**src/rtl/key_mode_pkg.sv**
```systemverilog
// Shared constants and state encoding for the push-button blink-rate mode controller.
package key_mode_pkg;

    localparam int unsigned CNT_W = 20;
    localparam int unsigned HP_W  = 24;
    localparam int unsigned MODE_W = 2;

    localparam int unsigned DEF_DEBOUNCE_CNT = 1000000;
    localparam int unsigned DEF_HP_MODE0     = 12500000;
    localparam int unsigned DEF_HP_MODE1     = 6250000;
    localparam int unsigned DEF_HP_MODE2     = 3125000;
    localparam int unsigned DEF_HP_MODE3     = 1562500;

    typedef enum logic [1:0] {
        IDLE       = 2'd0,
        PRESS_DB   = 2'd1,
        DOWN       = 2'd2,
        RELEASE_DB = 2'd3
    } db_state_t;

endpackage

```
**src/rtl/key_debounce.sv**
```systemverilog
// Synchronises an active-low push-button and emits one strobe per qualified press.
module key_debounce
    import key_mode_pkg::*;
#(
    parameter int unsigned DEBOUNCE_CNT = DEF_DEBOUNCE_CNT
) (
    input  logic clk,
    input  logic rst_n,
    input  logic key_in,
    output logic key_pulse
);

    localparam logic [CNT_W-1:0] CNT_LAST = CNT_W'(DEBOUNCE_CNT - 1);

    logic             sync_1;
    logic             key_s;
    db_state_t        state;
    db_state_t        next_state;
    logic [CNT_W-1:0] cnt;
    logic [CNT_W-1:0] next_cnt;
    logic             next_pulse;

    // Flops reset high so a button held through reset reads as released first.
    always_ff @(posedge clk or negedge rst_n) begin
        if (!rst_n) begin
            sync_1 <= 1'b1;
            key_s  <= 1'b1;
        end else begin
            sync_1 <= key_in;
            key_s  <= sync_1;
        end
    end

    always_ff @(posedge clk or negedge rst_n) begin
        if (!rst_n) begin
            state     <= IDLE;
            cnt       <= '0;
            key_pulse <= 1'b0;
        end else begin
            state     <= next_state;
            cnt       <= next_cnt;
            key_pulse <= next_pulse;
        end
    end

    always_comb begin
        next_state = state;
        next_cnt   = cnt;
        next_pulse = 1'b0;
        case (state)
            IDLE: begin
                next_cnt = '0;
                if (!key_s) begin
                    next_state = PRESS_DB;
                end
            end
            PRESS_DB: begin
                if (key_s) begin
                    next_state = IDLE;
                    next_cnt   = '0;
                end else if (cnt == CNT_LAST) begin
                    next_state = DOWN;
                    next_cnt   = '0;
                    next_pulse = 1'b1;
                end else begin
                    next_cnt = cnt + CNT_W'(1);
                end
            end
            DOWN: begin
                next_cnt = '0;
                if (key_s) begin
                    next_state = RELEASE_DB;
                end
            end
            RELEASE_DB: begin
                if (!key_s) begin
                    next_state = DOWN;
                    next_cnt   = '0;
                end else if (cnt == CNT_LAST) begin
                    next_state = IDLE;
                    next_cnt   = '0;
                end else begin
                    next_cnt = cnt + CNT_W'(1);
                end
            end
            default: begin
                next_state = IDLE;
                next_cnt   = '0;
            end
        endcase
    end

endmodule

```
**src/rtl/key_mode_ctrl.sv**
```systemverilog
// Cycles a 2-bit blink-rate mode on each qualified key press and looks up the LED half-period.
module key_mode_ctrl
    import key_mode_pkg::*;
#(
    parameter int unsigned DEBOUNCE_CNT = DEF_DEBOUNCE_CNT,
    parameter int unsigned HP_MODE0     = DEF_HP_MODE0,
    parameter int unsigned HP_MODE1     = DEF_HP_MODE1,
    parameter int unsigned HP_MODE2     = DEF_HP_MODE2,
    parameter int unsigned HP_MODE3     = DEF_HP_MODE3
) (
    input  logic              clk,
    input  logic              rst_n,
    input  logic              key_in,
    output logic              key_pulse,
    output logic [MODE_W-1:0] mode,
    output logic [HP_W-1:0]   half_period
);

    key_debounce #(
        .DEBOUNCE_CNT(DEBOUNCE_CNT)
    ) u_debounce (
        .clk      (clk),
        .rst_n    (rst_n),
        .key_in   (key_in),
        .key_pulse(key_pulse)
    );

    always_ff @(posedge clk or negedge rst_n) begin
        if (!rst_n) begin
            mode <= '0;
        end else if (key_pulse) begin
            mode <= mode + MODE_W'(1);
        end
    end

    // Registered lookup keeps the downstream terminal count glitch-free; it trails mode by one cycle.
    always_ff @(posedge clk or negedge rst_n) begin
        if (!rst_n) begin
            half_period <= HP_W'(HP_MODE0);
        end else begin
            case (mode)
                2'd0:    half_period <= HP_W'(HP_MODE0);
                2'd1:    half_period <= HP_W'(HP_MODE1);
                2'd2:    half_period <= HP_W'(HP_MODE2);
                default: half_period <= HP_W'(HP_MODE3);
            endcase
        end
    end

endmodule

```
**config.mk**
```make
export PLATFORM = sky130hd
export DESIGN_NAME = key_mode_ctrl
export DESIGN_NICKNAME = d
export VERILOG_FILES = /design/src/rtl/key_mode_pkg.sv /design/src/rtl/key_debounce.sv /design/src/rtl/key_mode_ctrl.sv
export SDC_FILE = /design/constraint.sdc
export NUM_CORES = 1
export LEC_CHECK = 0
export BUFFER_PORTS_ARGS = -buffer_cell sky130_fd_sc_hd__buf_2
export CAP_MARGIN = 20
export CORE_ASPECT_RATIO = 1.1
export CORE_MARGIN = 3
export CORE_UTILIZATION = 55
export DETAILED_ROUTE_END_ITERATION = 8
export PLACE_DENSITY_LB_ADDON = 0.1
export SLEW_MARGIN = 20
export SYNTH_ARGS = -nofsm -noshare
export SYNTH_HDL_FRONTEND = slang
export SYNTH_HIERARCHICAL = 1
export SYNTH_SLANG_ARGS = --single-unit
```
**constraint.sdc**
```tcl
create_clock -name clk -period 2.4 [get_ports clk]
set_clock_uncertainty 0.2 [all_clocks]
set_input_delay 0.48 -clock clk [delete_from_list [all_inputs] [get_ports clk]]
set_output_delay 0.48 -clock clk [all_outputs]
set_load 0.02 [all_outputs]
```
Word level (Yosys, flattened, before mapping)
Index checks and enable logic that the tools add are counted.
- divide/modulo/power cells: 0
- equal/unequal tests: 10
- shift-type cells: 0
- $add $sub $neg: 2
- bitwise gates (word level): 0
- $lt $le $gt $ge: 0
- muxes and demuxes: 15
- reduce and logical (&&, ||, !) cells: 4
- multipliers: 0
- operator list (cell ; count):
    one-hot mux 24 bit (3 select lines) ; 1
    2-to-1 mux 20 bit ; 3
    one-hot mux 20 bit (3 select lines) ; 1
    adder 20 x 1 -> 20 bit (second input constant) ; 1
    equality test 20 bit (second input constant) ; 1
    2-to-1 mux 2 bit ; 6
    one-hot mux 2 bit (4 select lines) ; 1
    equality test 2 bit (second input constant) ; 3
    equality test 2 x 1 -> 1 bit (second input constant) ; 2
    logical NOT 2 bit ; 2
    AND reduction 4 bit ; 1
    2-to-1 mux 1 bit ; 3
    inequality test 3 x 1 -> 1 bit (second input constant) ; 1
    inequality test 3 bit (second input constant) ; 1
    adder 2 x 1 -> 2 bit (second input constant) ; 1
    inequality test 2 x 1 -> 1 bit (second input constant) ; 1
    inequality test 2 bit (second input constant) ; 1
    OR reduction 2 bit ; 1
- input port bits: 3
- output and inout bits: 27
- bits in registers: 51
- bits in latches: 0
- memories: 0
- RAM bits: 0
- ROM bits: 0
- word-level logic and storage cells: 38

Logic depth before layout (Yosys ltp)
Gate-level depths: netlist of the first run.
- word-level depth: 4
- mapped depth: 6
- gate-level depth less buffers: 5

Hierarchy
Netlist of the first run, hierarchy kept.
- by module, submodules not included (module ; seq. area each (µm²) ; cells an instance ; instances ; area each (µm²)):
    key_debounce ; 628.1 ; 120 ; 1 ; 1223.7
    key_mode_ctrl ; 331.6 ; 47 ; 1 ; 601.8

Worst setup path after synthesis of the first run
No wires, ideal clock.
- path kind: register to register
- start: register u_debounce.cnt[0]
- end: register u_debounce.cnt[19]
- path buffers: 1
- path slack: 0.645 ns
- required time: 2.070 ns
- data arrival time: 1.425 ns
- period minus slack after synthesis: 1.755 ns
- setup time: 0.130 ns
- stages on the path, launching flop included: 7
- path through: dfrtp_1 -> ha_1 -> nand3_1 -> nor4_2 -> a21o_2 -> clkbuf_8 -> a21oi_1
- cells in the longest elaborated chain, start to end: 4
- elaborated cells on any way between the ends: 6
- those cells by class: add/sub (1); eq/ne (1); mux (4)
- RTL lines (item ; RTL line ; RTL):
    start: declaration ; key_debounce.sv:19 ; logic [CNT_W-1:0] cnt;
    start signal: assignment ; key_debounce.sv:41 ; cnt <= next_cnt;
    adder 20 x 1 -> 20 bit / equality test 20 bit (equally long branches) ; - ;
    2-to-1 mux 20 bit (*) ; key_debounce.sv:61, key_debounce.sv:79 ;
    2-to-1 mux 20 bit (on tied branches) ; key_debounce.sv:76, key_debounce.sv:58 ;
    one-hot mux 20 bit (3 select lines) (*) ; key_debounce.sv:50 ; case (state)
    net u_debounce.next_cnt[19] ; key_debounce.sv:20 ; logic [CNT_W-1:0] next_cnt;
Mark *: on every way through the listed nets, which the timed path passes. The rest lies on a longest branch.
A chain may end at the register's enable or synchronous reset.

Final worst setup path of the first run
- start: register u_debounce.cnt[0]
- end: register u_debounce.cnt[16]
Same word-level chain as after synthesis.

==> flow_metrics.py, run 1 <==
metrics = {
    "placed_design": {
        "place_hpwl_mm": 2.10,
        "pre_cts_ws_ns": 0.357,
        "port_buffers": 23,
        "dpl-instance-area_um2": 1870,
        "gp_congestion": 0.760,
    },
    "pwr": {
        "peakVddDrop_uv": 455,
        "power.density_nw_per_um2": 623,
        "leakagePower_nw": 0.909,
    },
    "clock_tree": {
        "cts_tree": "built",
        "clockRootBuffer": "clkbuf_4",
        "clkLatencyLatePin_ns": 0.35,
        "clk_path_buf_depth": 2,
        "cts.sinks": 38,
        "clkTransAtPathRegs_ns": 0.11,
        "cts_made_buffers": 5,
        "post_cts_buffers": 0,
        "ctsResizeCount": 0,
        "h-tree-depth": 2,
    },
    "synth": {
        "synth_top_area_share_pct": 42.5,
        "synth_area_per_cell_um2": 10.9,
        "synth_edf_count": 0,
        "ys_async_sr_fraction_pct": 100,
        "synth_area_leaders": "dfrtp_1 42%, dfstp_2 10%, buf_4 6.2%",
        "yosysWarnings": 6,
        "synth_flop_cell": "dfrtp_1",
        "yosysMostFrequentCell": "dfrtp_1",
        "yosysSeqAreaShare_pct": 52.6,
        "synth_seq_cells": 38,
        "synth_top_cell_by_area": "dfrtp_1",
        "netlist_top_cells_count": "31 x dfrtp_1, 15 x buf_4, 15 x nor2_1",
        "yosysUniqueCellTypes": 34,
        "syn_area_um2": 1830,
        "synthCells": 167,
    },
    "critical_path": {
        "cp-end-kind": "register",
        "critPathLaunchType": "register",
        "critPathRequiredTime_ns": 2.42,
        "worst-path-buf-inv": 0,
        "r2r-start": "u_debounce/cnt[0]",
        "crit_path_cell_trace": "ha_1 -> nand3_1 -> nor4_2 -> a21o_2 -> a21oi_1",
        "r2r_slack_ns": 0.36,
        "ff2ff_path_depth": 5,
        "crit_type": "reg2reg",
        "cp.arrival_ns": 2.07,
        "cp_max_fo": 20,
        "timing.rr.end": "u_debounce/cnt[16]",
        "critPathSlowestCell": "dfrtp_1",
        "cpPeakStageDelay_ns": 0.42,
        "crit_family": "simple AND/OR/NAND/NOR gates",
    },
    "route": {
        "viasPerCell": 5.46,
        "drt-pass1-iter-count": 4,
        "final_antenna_net_count": 0,
        "drt_iter0_markers": 68,
        "vias": 1206,
        "routed_wirelength_mm": 2.95,
        "drc": 0,
        "drt-wirelength-per-cell_um": 13.4,
    },
    "floorplanning": {
        "die_area_um2": 4050,
        "die_h_um": 66.4,
        "core_area_um2": 3100,
        "fp.dieW_um": 60.9,
        "ioPinCount": 30,
        "start_util_pct": 58.9,
        "fp-row-count": 21,
    },
    "sta": {
        "setup_viol": 0,
        "worst_slew_pin_slew_ns": 0.805,
        "post-route-min-period_ns": 2.04,
        "hold_viol": 0,
        "fmax_mhz": 489,
        "finalMaxSlewViolations": 0,
        "hold_slack_ns": 0.00601,
        "setup_tns_ns": 0,
        "timing.final.ws_setup_ns": 0.355,
        "period_share_pct": 85.2,
        "max-slew-margin-rel_pct": 46.3,
        "grt_setup_unrepaired": "false",
    },
    "min_path": {
        "hold_class": "in2async",
    },
    "finish": {
        "nNetsFinal": 198,
        "stdcell_area_um2": 1990,
        "final_layout_size_suffix_gt1_share_pct": 25.7,
        "antenna_cells": 0,
        "syn_to_final_growth_pct": 9.18,
    },
    "outcome": {
        "status": "complete, no violations",
    },
    "global_routing": {
        "grt_max_degree": 39,
        "grt_pass1_wl_mm": 5.03,
        "antenna_found_initial": 0,
        "track_usage_pct": 17.0,
        "gr-total-overflow": 0,
        "first_global_vias": 1166,
    },
    "job": {
        "cap_viol_max_count": 0,
    },
}
where the power goes:
part           leakage [nW]  internal (mW)  total (mW)  switching, mW
registers             0.504          0.646       0.650        0.00368
clock network        0.0585          0.353       0.559          0.206
logic                 0.347        0.00535      0.0324         0.0271
total                 0.909           1.00        1.24          0.237
placed cells by master (no fill, tap or decap), types with 2 or more instances in the layout:
cell type | Yosys | routed
nand2_1 | 9 | 9
or4_1 | 2 | 2
and4_1 | 2 | 2
dfstp_2 | 7 | 7
ha_1 | 9 | 9
conb_1 | 2 | 6
xnor2_1 | 7 | 7
a21oi_1 | 7 | 7
o31ai_1 | 2 | 2
or2_2 | 3 | 3
nand3_1 | 8 | 8
nand4_1 | 5 | 5
nor2_1 | 15 | 15
nor4_1 | 2 | 2
clkbuf_4 | 0 | 5
bufinv_16 | 0 | 2
buf_2 | 0 | 23
dfrtp_1 | 31 | 31
nor3_1 | 3 | 3
or3_1 | 5 | 5
xor2_1 | 6 | 6
o21ai_0 | 5 | 5
inv_1 | 8 | 8
and2_1 | 2 | 2
worst register-to-register path: stages, from the launching register on:
cell and delay (ns):
dfrtp_1 0.42, ha_1 0.23, nand3_1 0.20, nor4_2 0.38
a21o_2 0.42, a21oi_1 0.09
repair_timing:
action,4_1_cts,5_1_grt
hold buffers,1,0
endpoints found under the hold margin,1,0
endpoints found under the setup margin,0,0
metrics by stage:
step,instances,utilization (%),power (mW)
final,221,64.3,1.24
after global routing,221,64.3,1.28
after CTS,221,64.3,1.26
after detailed placement,212,60.4,0.694
after global placement,212,60.4,0.692
after floorplan,171,-,0.688
area by class of cell:
type,instances,area [um2]
multi-input combinational,109,724
clock buffer,6,51.3
tap,34,42.5
fill,269,1110
timing repair buffer,24,125
clock inverter,2,60.1
sequential,38,960
inverter,8,30.0
cells by family (layout without fill, tap and decap cells):
| group | after synthesis | after routing | synth area share, % |
|---|---|---|---|
| AND/OR/NAND/NOR | 64 | 64 | 20.1 |
| flip-flops | 38 | 38 | 52.6 |
| buffers and inverters | 24 | 40 | 8.57 |
| AO/OA/AOI/OAI | 15 | 15 | 4.59 |
| XOR/XNOR | 13 | 13 | 6.24 |
| adder cells (fa/ha/maj) | 9 | 9 | 6.17 |
| other | 2 | 6 | 0.411 |
| multiplexers | 2 | 2 | 1.37 |
per-layer routing:
layer / track usage, % / wire length (um) / vias to the layer above
li1: - / - / 586
met4: 10.6 / 86 / 0
met3: 3.52 / 132 / 9
met5: 0 / 0 / -
met2: 26.3 / 1420 / 37
met1: 21.2 / 1320 / 574
registers in the layout, indices dropped and copies added, names as in the netlist, named ones only:
register              cells
u_debounce/key_pulse      1
mode                      2
u_debounce/key_s          1
u_debounce/sync_1         1
u_debounce/cnt           20
half_period              11
u_debounce/state          1
how the worst max path moves through the flow:
stage                 startpoint                 end  slack, ns  depth (start not counted)
2_1_floorplan  u_debounce/cnt[0]  u_debounce/cnt[19]       0.65                          6
3_3_place_gp   u_debounce/cnt[0]   u_debounce/cnt[9]       0.44                          5
3_5_place_dp   u_debounce/cnt[0]  u_debounce/cnt[16]       0.36                          5
4_1_cts        u_debounce/cnt[0]   u_debounce/cnt[2]       0.34                          5
5_1_grt        u_debounce/cnt[0]  u_debounce/cnt[12]       0.12                          5
6_report       u_debounce/cnt[0]  u_debounce/cnt[16]       0.36                          5
No activity file was read; power rests on OpenSTA's default activity.
==> inputs of run 2 (changes only) <==
--- a/config.mk
+++ b/config.mk
@@ -5,12 +5,14 @@
 export SDC_FILE = /design/constraint.sdc
 export NUM_CORES = 1
 export LEC_CHECK = 0
+export ABC_AREA = 1
 export BUFFER_PORTS_ARGS = -buffer_cell sky130_fd_sc_hd__buf_2
 export CAP_MARGIN = 20
 export CORE_ASPECT_RATIO = 1.1
 export CORE_MARGIN = 3
-export CORE_UTILIZATION = 55
+export CORE_UTILIZATION = 46
 export DETAILED_ROUTE_END_ITERATION = 8
+export MAX_ROUTING_LAYER = met4
 export PLACE_DENSITY_LB_ADDON = 0.1
 export SLEW_MARGIN = 20
 export SYNTH_ARGS = -nofsm -noshare
==> run 2 against run 1 <==
Effect of this change:
- design area increased by 7.8%
- clock-buffer cell count did not move
- sequential power about the same
- critical endpoint is now u_debounce/cnt[9]
==> flow_metrics.py, run 2 <==
metrics = {
    "finish": {
        "post-route-util_pct": 53.0,
        "final_layout_size_suffix_gt1_share_pct": 23.4,
        "nNetsFinal": 259,
        "final_cell_mix": "52 x nand2_1, 32 x nor2_1, 31 x dfrtp_1",
        "antenna_cells": 0,
        "mostFrequentLayoutCell": "nand2_1",
        "largest_reg_flops": 20,
        "regMostFlops": "u_debounce/cnt",
        "stdcell_count": 300,
        "syn_to_final_growth_pct": 9.22,
        "biggestRegsByFlops": "u_debounce/cnt x20, half_period x11, mode x2",
        "fillers": 399,
    },
    "sta": {
        "fmax_mhz": 534,
        "post-route-min-period_ns": 1.87,
        "finalMaxSlewViolations": 0,
        "max-slew-margin-rel_pct": 45.9,
        "grt_setup_unrepaired": "false",
        "hold_slack_ns": 0.0780,
        "period_share_pct": 78.0,
        "hold_viol": 0,
        "setup_viol": 0,
        "worst_slew_pin_slew_ns": 0.811,
        "setup_tns_ns": 0,
    },
    "critical_path": {
        "r2r-start": "u_debounce/cnt[0]",
        "cp.arrival_ns": 1.89,
        "cp-endpoint": "u_debounce/cnt[9]",
        "r2r_slack_ns": 0.53,
        "cp-end-kind": "register",
        "ff2ff_path_depth": 8,
        "critPathLaunchType": "register",
        "cp_max_fo": 14,
        "crit_type": "reg2reg",
        "critPathRequiredTime_ns": 2.42,
        "timing.rr.end": "u_debounce/cnt[9]",
        "startpoint": "u_debounce/cnt[0]",
    },
    "route": {
        "vias": 1365,
        "routed_wirelength_mm": 3.44,
        "final_antenna_net_count": 0,
        "viasPerCell": 4.55,
        "drt-pass1-iter-count": 3,
        "drt_iter0_markers": 53,
        "drt-wirelength-per-cell_um": 11.5,
        "drc": 0,
    },
    "floorplanning": {
        "die_h_um": 74.6,
        "core_area_um2": 4050,
        "fp.dieW_um": 68.3,
        "die_area_um2": 5100,
        "fp-row-count": 24,
        "ioPinCount": 30,
        "start_util_pct": 48.5,
    },
    "pwr": {
        "p_clk_share_pct": 39.5,
        "switchingPower_uw": 255,
        "internal_power_uw": 883,
        "power.density_nw_per_um2": 530,
        "power_mw": 1.14,
        "switching_share_pct": 22.4,
        "peakVddDrop_uv": 369,
        "power_frac_seq_pct": 57.0,
        "leakagePower_nw": 1.03,
        "power_frac_comb_pct": 3.4,
    },
    "clock_tree": {
        "clockRootBuffer": "clkbuf_8",
        "h-tree-depth": 2,
        "post_cts_buffers": 0,
        "cts.sinks": 38,
        "clk_path_buf_depth": 2,
        "ctsHoldBuffers": 0,
        "clkLatencyLatePin_ns": 0.29,
        "cts_tree": "built",
        "clkTransAtPathRegs_ns": 0.08,
        "ctsResizeCount": 0,
        "cts_made_buffers": 5,
    },
    "placed_design": {
        "port_buffers": 23,
        "gp_congestion": 0.874,
        "place_hpwl_mm": 2.55,
        "dp.cells": 292,
    },
    "job": {
        "cap_viol_max_count": 0,
    },
    "global_routing": {
        "track_usage_pct": 16.5,
        "first_global_vias": 1295,
        "gr-total-overflow": 0,
        "grt_pass1_wl_mm": 5.90,
        "grt_max_degree": 39,
        "antenna_found_initial": 0,
    },
    "synth": {
        "synth_seq_cells": 38,
        "synth_area_leaders": "dfrtp_1 39%, nand2_1 9.9%, dfstp_2 9.4%",
        "synth_top_cell_by_area": "dfrtp_1",
        "yosysWarnings": 6,
        "yosysSeqAreaShare_pct": 48.8,
        "syn_area_um2": 1970,
        "synth_area_per_cell_um2": 8.66,
        "synthCells": 227,
        "yosysMostFrequentCell": "nand2_1",
        "synth_flop_cell": "dfrtp_1",
        "netlist_top_cells_count": "52 x nand2_1, 32 x nor2_1, 31 x dfrtp_1",
        "synth_edf_count": 0,
        "synth_top_area_share_pct": 39.4,
        "ys_async_sr_fraction_pct": 100,
        "yosysUniqueCellTypes": 26,
    },
    "outcome": {
        "status": "complete, no violations",
    },
    "min_path": {
        "hold_class": "in2async",
    },
}
-- run 2: changes by cell type in the layout (fill, tap and decap cells not counted), moves of 3 or more --
cell      previous run  this run
clkbuf_4             5         0
a21oi_1              7         3
nand2_1              9        52
nor2_2               0         9
or3_1                5         0
nor2_4               0         3
nor2_1              15        32
or2_1                0         3
clkbuf_8             1         6
inv_1                8        28
xnor2_1              7         4
-- run 2: cell families after synthesis --
family,Yosys count,synth area share (%)
and+or+nand+nor,116,26.9
buffers and inverters,45,11.6
DFF,38,48.8
xor gates and xnor gates,9,4.01
adders and majority gates,9,5.73
AOI/OAI and AO/OA,8,2.61
other,2,0.382
-- run 2: worst min path at each step --
stage                            startpoint                end  slack (ns)  depth (start not counted)
after floorplan                       rst_n    half_period[14]       -0.02                          0
after global placement    u_debounce/sync_1   u_debounce/key_s        0.15                          0
after detailed placement  u_debounce/sync_1   u_debounce/key_s        0.15                          0
after CTS                            key_in  u_debounce/sync_1        0.07                          1
after global routing                 key_in  u_debounce/sync_1        0.07                          1
final                                 rst_n  u_debounce/cnt[5]        0.08                          1
-- run 2: metrics by stage --
stage,worst slack (ns),cell area (um2)
after floorplan,0.694,1980
after global placement,0.603,2050
after detailed placement,0.521,2050
after CTS,0.517,2150
after global routing,0.366,2150
final,0.528,2150
-- run 2: cell type report --
type	instances	area (um2)	area share, %
Tap cell	52	65.1	3.03
Sequential cell	38	960	44.7
Multi-Input combinational cell	148	795	37.0
Clock buffer	6	82.6	3.84
Inverter	31	119	5.53
Clock inverter	2	12.5	0.582
Timing Repair Buffer	23	115	5.36
-- run 2: power by group through the flow --
stage / clock, mW / sequential [mW] / combinational, mW
finish: 0.450 / 0.649 / 0.0392
global route: 0.507 / 0.649 / 0.0454
CTS: 0.476 / 0.649 / 0.0410
detailed placement: 0 / 0.661 / 0.0411
global placement: 0 / 0.661 / 0.0406
floorplan: 0 / 0.660 / 0.0327
-- run 2: layer usage --
metal / global-route usage (%) / part of all wire (%)
met2: 25.4 / 48
met1: 19.8 / 46
met5: - / 0
met3: 4.53 / 3.4
met4: 7.95 / 2.3
-- run 2: worst max-delay path, stage by stage, from the launching register on --
cell and delay (ns):
dfrtp_1 0.43, ha_1 0.25, nand3_1 0.16, inv_1 0.12, nand3_2 0.09, inv_2 0.05, a21oi_4 0.23, inv_4 0.15
nor2_1 0.13
==> inputs of run 3 (changes only) <==
--- a/config.mk
+++ b/config.mk
@@ -5,7 +5,7 @@
 export SDC_FILE = /design/constraint.sdc
 export NUM_CORES = 1
 export LEC_CHECK = 0
-export ABC_AREA = 1
+export ABC_AREA = 0
 export BUFFER_PORTS_ARGS = -buffer_cell sky130_fd_sc_hd__buf_2
 export CAP_MARGIN = 20
 export CORE_ASPECT_RATIO = 1.1
==> constraint.sdc (replaced) <==
create_clock -name clk -period 1.7 [get_ports clk]
set_clock_uncertainty 0.2 [all_clocks]
set_input_delay 0.34 -clock clk [delete_from_list [all_inputs] [get_ports clk]]
set_output_delay 0.34 -clock clk [all_outputs]
set_load 0.02 [all_outputs]
==> run 3 against run 2 <==
Effect of this change:
- the flow now finishes with violations (setup timing)
- largest cell class unchanged
- register-to-register slack lost 0.54 ns
- core utilization up 11 points
- clock-buffer cell count did not move
==> flow_metrics.py, run 3 (synthesized netlist as in run 1, its figures left out) <==
metrics = {
    "critical_path": {
        "critPathLaunchType": "register",
        "critPathRequiredTime_ns": 1.67,
        "crit_type": "reg2reg",
        "cpPeakStageDelay_ns": 0.39,
        "crit_path_cell_trace": "nand3b_1 -> nor4_4 -> a21o_4 -> buf_6 -> nor2_1",
        "cp_max_fo": 5,
        "r2r-start": "u_debounce/cnt[7]",
        "cp.depth": 5,
        "ff2ff_path_depth": 5,
        "cp-end-kind": "register",
        "crit_family": "simple AND/OR/NAND/NOR gates",
        "worst-path-buf-inv": 1,
        "cp.arrival_ns": 1.68,
        "timing.rr.end": "u_debounce/cnt[2]",
        "cp-endpoint": "u_debounce/cnt[2]",
        "r2r_slack_ns": -0.008,
        "startpoint": "u_debounce/cnt[7]",
        "critPathSlowestCell": "dfrtp_1",
    },
    "route": {
        "drt-pass1-iter-count": 4,
        "drt-wirelength-per-cell_um": 14.4,
        "drc": 0,
        "routed_wirelength_mm": 3.80,
        "final_antenna_net_count": 0,
        "viasPerCell": 5.14,
        "vias": 1353,
        "drt_iter0_markers": 42,
    },
    "sta": {
        "finalMaxSlewViolations": 0,
        "fmax_mhz": 586,
        "hold_viol": 0,
        "timing.final.ws_setup_ns": -0.00768,
        "post-route-min-period_ns": 1.71,
        "setup_tns_ns": -0.00925,
        "period_share_pct": 100,
        "grt_setup_unrepaired": "true",
        "setup_viol": 2,
    },
    "floorplanning": {
        "die_area_um2": 4760,
        "fp.dieW_um": 66.1,
        "start_util_pct": 48.8,
        "fp-row-count": 23,
        "ioPinCount": 30,
        "core_area_um2": 3740,
        "die_h_um": 72.1,
    },
    "pwr": {
        "power.density_nw_per_um2": 684,
        "peakVddDrop_uv": 459,
        "power_mw": 1.65,
        "leakagePower_nw": 1.09,
    },
    "placed_design": {
        "port_buffers": 23,
        "gp_congestion": 0.843,
        "dp.cells": 243,
        "place_hpwl_mm": 2.43,
    },
    "outcome": {
        "violations": "setup timing",
        "status": "complete, but fails checks",
    },
    "clock_tree": {
        "clkTransAtPathRegs_ns": 0.08,
        "cts.sinks": 38,
        "clkLatencyLatePin_ns": 0.29,
        "h-tree-depth": 2,
        "clk_path_buf_depth": 2,
        "cts_tree": "built",
        "cts_made_buffers": 5,
        "clockRootBuffer": "clkbuf_8",
    },
    "finish": {
        "final_layout_size_suffix_gt1_share_pct": 46.9,
        "biggestRegsByFlops": "u_debounce/cnt x20, half_period x11, mode x2",
        "syn_to_final_growth_pct": 31.9,
        "largest_reg_flops": 20,
        "nNetsFinal": 224,
        "final_cell_mix": "28 x dfrtp_1, 23 x buf_2, 19 x buf_4",
        "regMostFlops": "u_debounce/cnt",
        "mostFrequentLayoutCell": "dfrtp_1",
        "stdcell_count": 263,
        "antenna_cells": 0,
    },
    "global_routing": {
        "gr-total-overflow": 0,
        "antenna_found_initial": 0,
        "grt_max_degree": 21,
        "track_usage_pct": 16.1,
        "grt_pass1_wl_mm": 5.62,
        "first_global_vias": 1247,
    },
    "min_path": {
        "hold_class": "reg2reg",
    },
    "job": {
        "cap_viol_max_count": 0,
    },
}
run 3: power breakdown:
group	internal, mW	leakage, nW	switching [mW]	total [mW]
clock	0.326	0.0472	0.310	0.636
combinational	0.0382	0.541	0.0541	0.0923
sequential	0.912	0.499	0.00616	0.918
total	1.28	1.09	0.371	1.65
run 3: worst register-to-register path, cell delays in order, from the launching register on:
cell and delay (ns):
dfrtp_1 0.39, nand3b_1 0.21, nor4_4 0.34, a21o_4 0.23
buf_6 0.16, nor2_1 0.05
run 3: how the worst min path moves through the flow:
stage,startpoint,endpoint,slack [ns],depth (start not counted)
after floorplan,rst_n,half_period[14],-0.16,0
after global placement,rst_n,half_period[3],0.09,1
after detailed placement,rst_n,half_period[8],0.1,1
after CTS,u_debounce/sync_1,u_debounce/key_s,0.16,0
after global routing,u_debounce/sync_1,u_debounce/key_s,0.17,0
final,u_debounce/sync_1,u_debounce/key_s,0.16,0
run 3: repair_timing:
action	CTS	global route
cloned	0	3
endpoints found under the hold margin	12	0
endpoints found under the setup margin	23	23
gates resized for setup	7	31
hold buffers	2	0
pin swaps	3	9
setup buffers	4	3
run 3: final cells by class:
type | instances | area (um2)
timing repair buffer | 50 | 382
multi-input combinational | 109 | 875
sequential | 38 | 963
inverter | 8 | 30.0
tap | 50 | 62.6
fill | 286 | 1330
clock buffer | 6 | 82.6
clock inverter | 2 | 12.5
run 3: routing by layer:
metal  routed length (um)  track usage (%)  part of all wire [%]
met2                 2000             26.5                    53
met4                   71             5.19                   1.9
met1                 1570             18.6                    41
met3                  163             5.26                   4.3
met5                    0                -                     0
run 3: per-stage QoR:
| stage | instance area (um2) | hold slack (ns) | util (%) | setup WS, ns |
|---|---|---|---|---|
| finish | 2410 | 0.159 | 64.3 | -0.00768 |
| global route | 2410 | 0.167 | 64.3 | -0.0625 |
| CTS | 2200 | 0.162 | 58.9 | 0.00673 |
| detailed placement | 2020 | 0.0987 | 53.9 | -0.0381 |
| global placement | 2020 | 0.0886 | 53.9 | 0.0272 |
| floorplan | 1840 | -0.156 | - | 0.0486 |
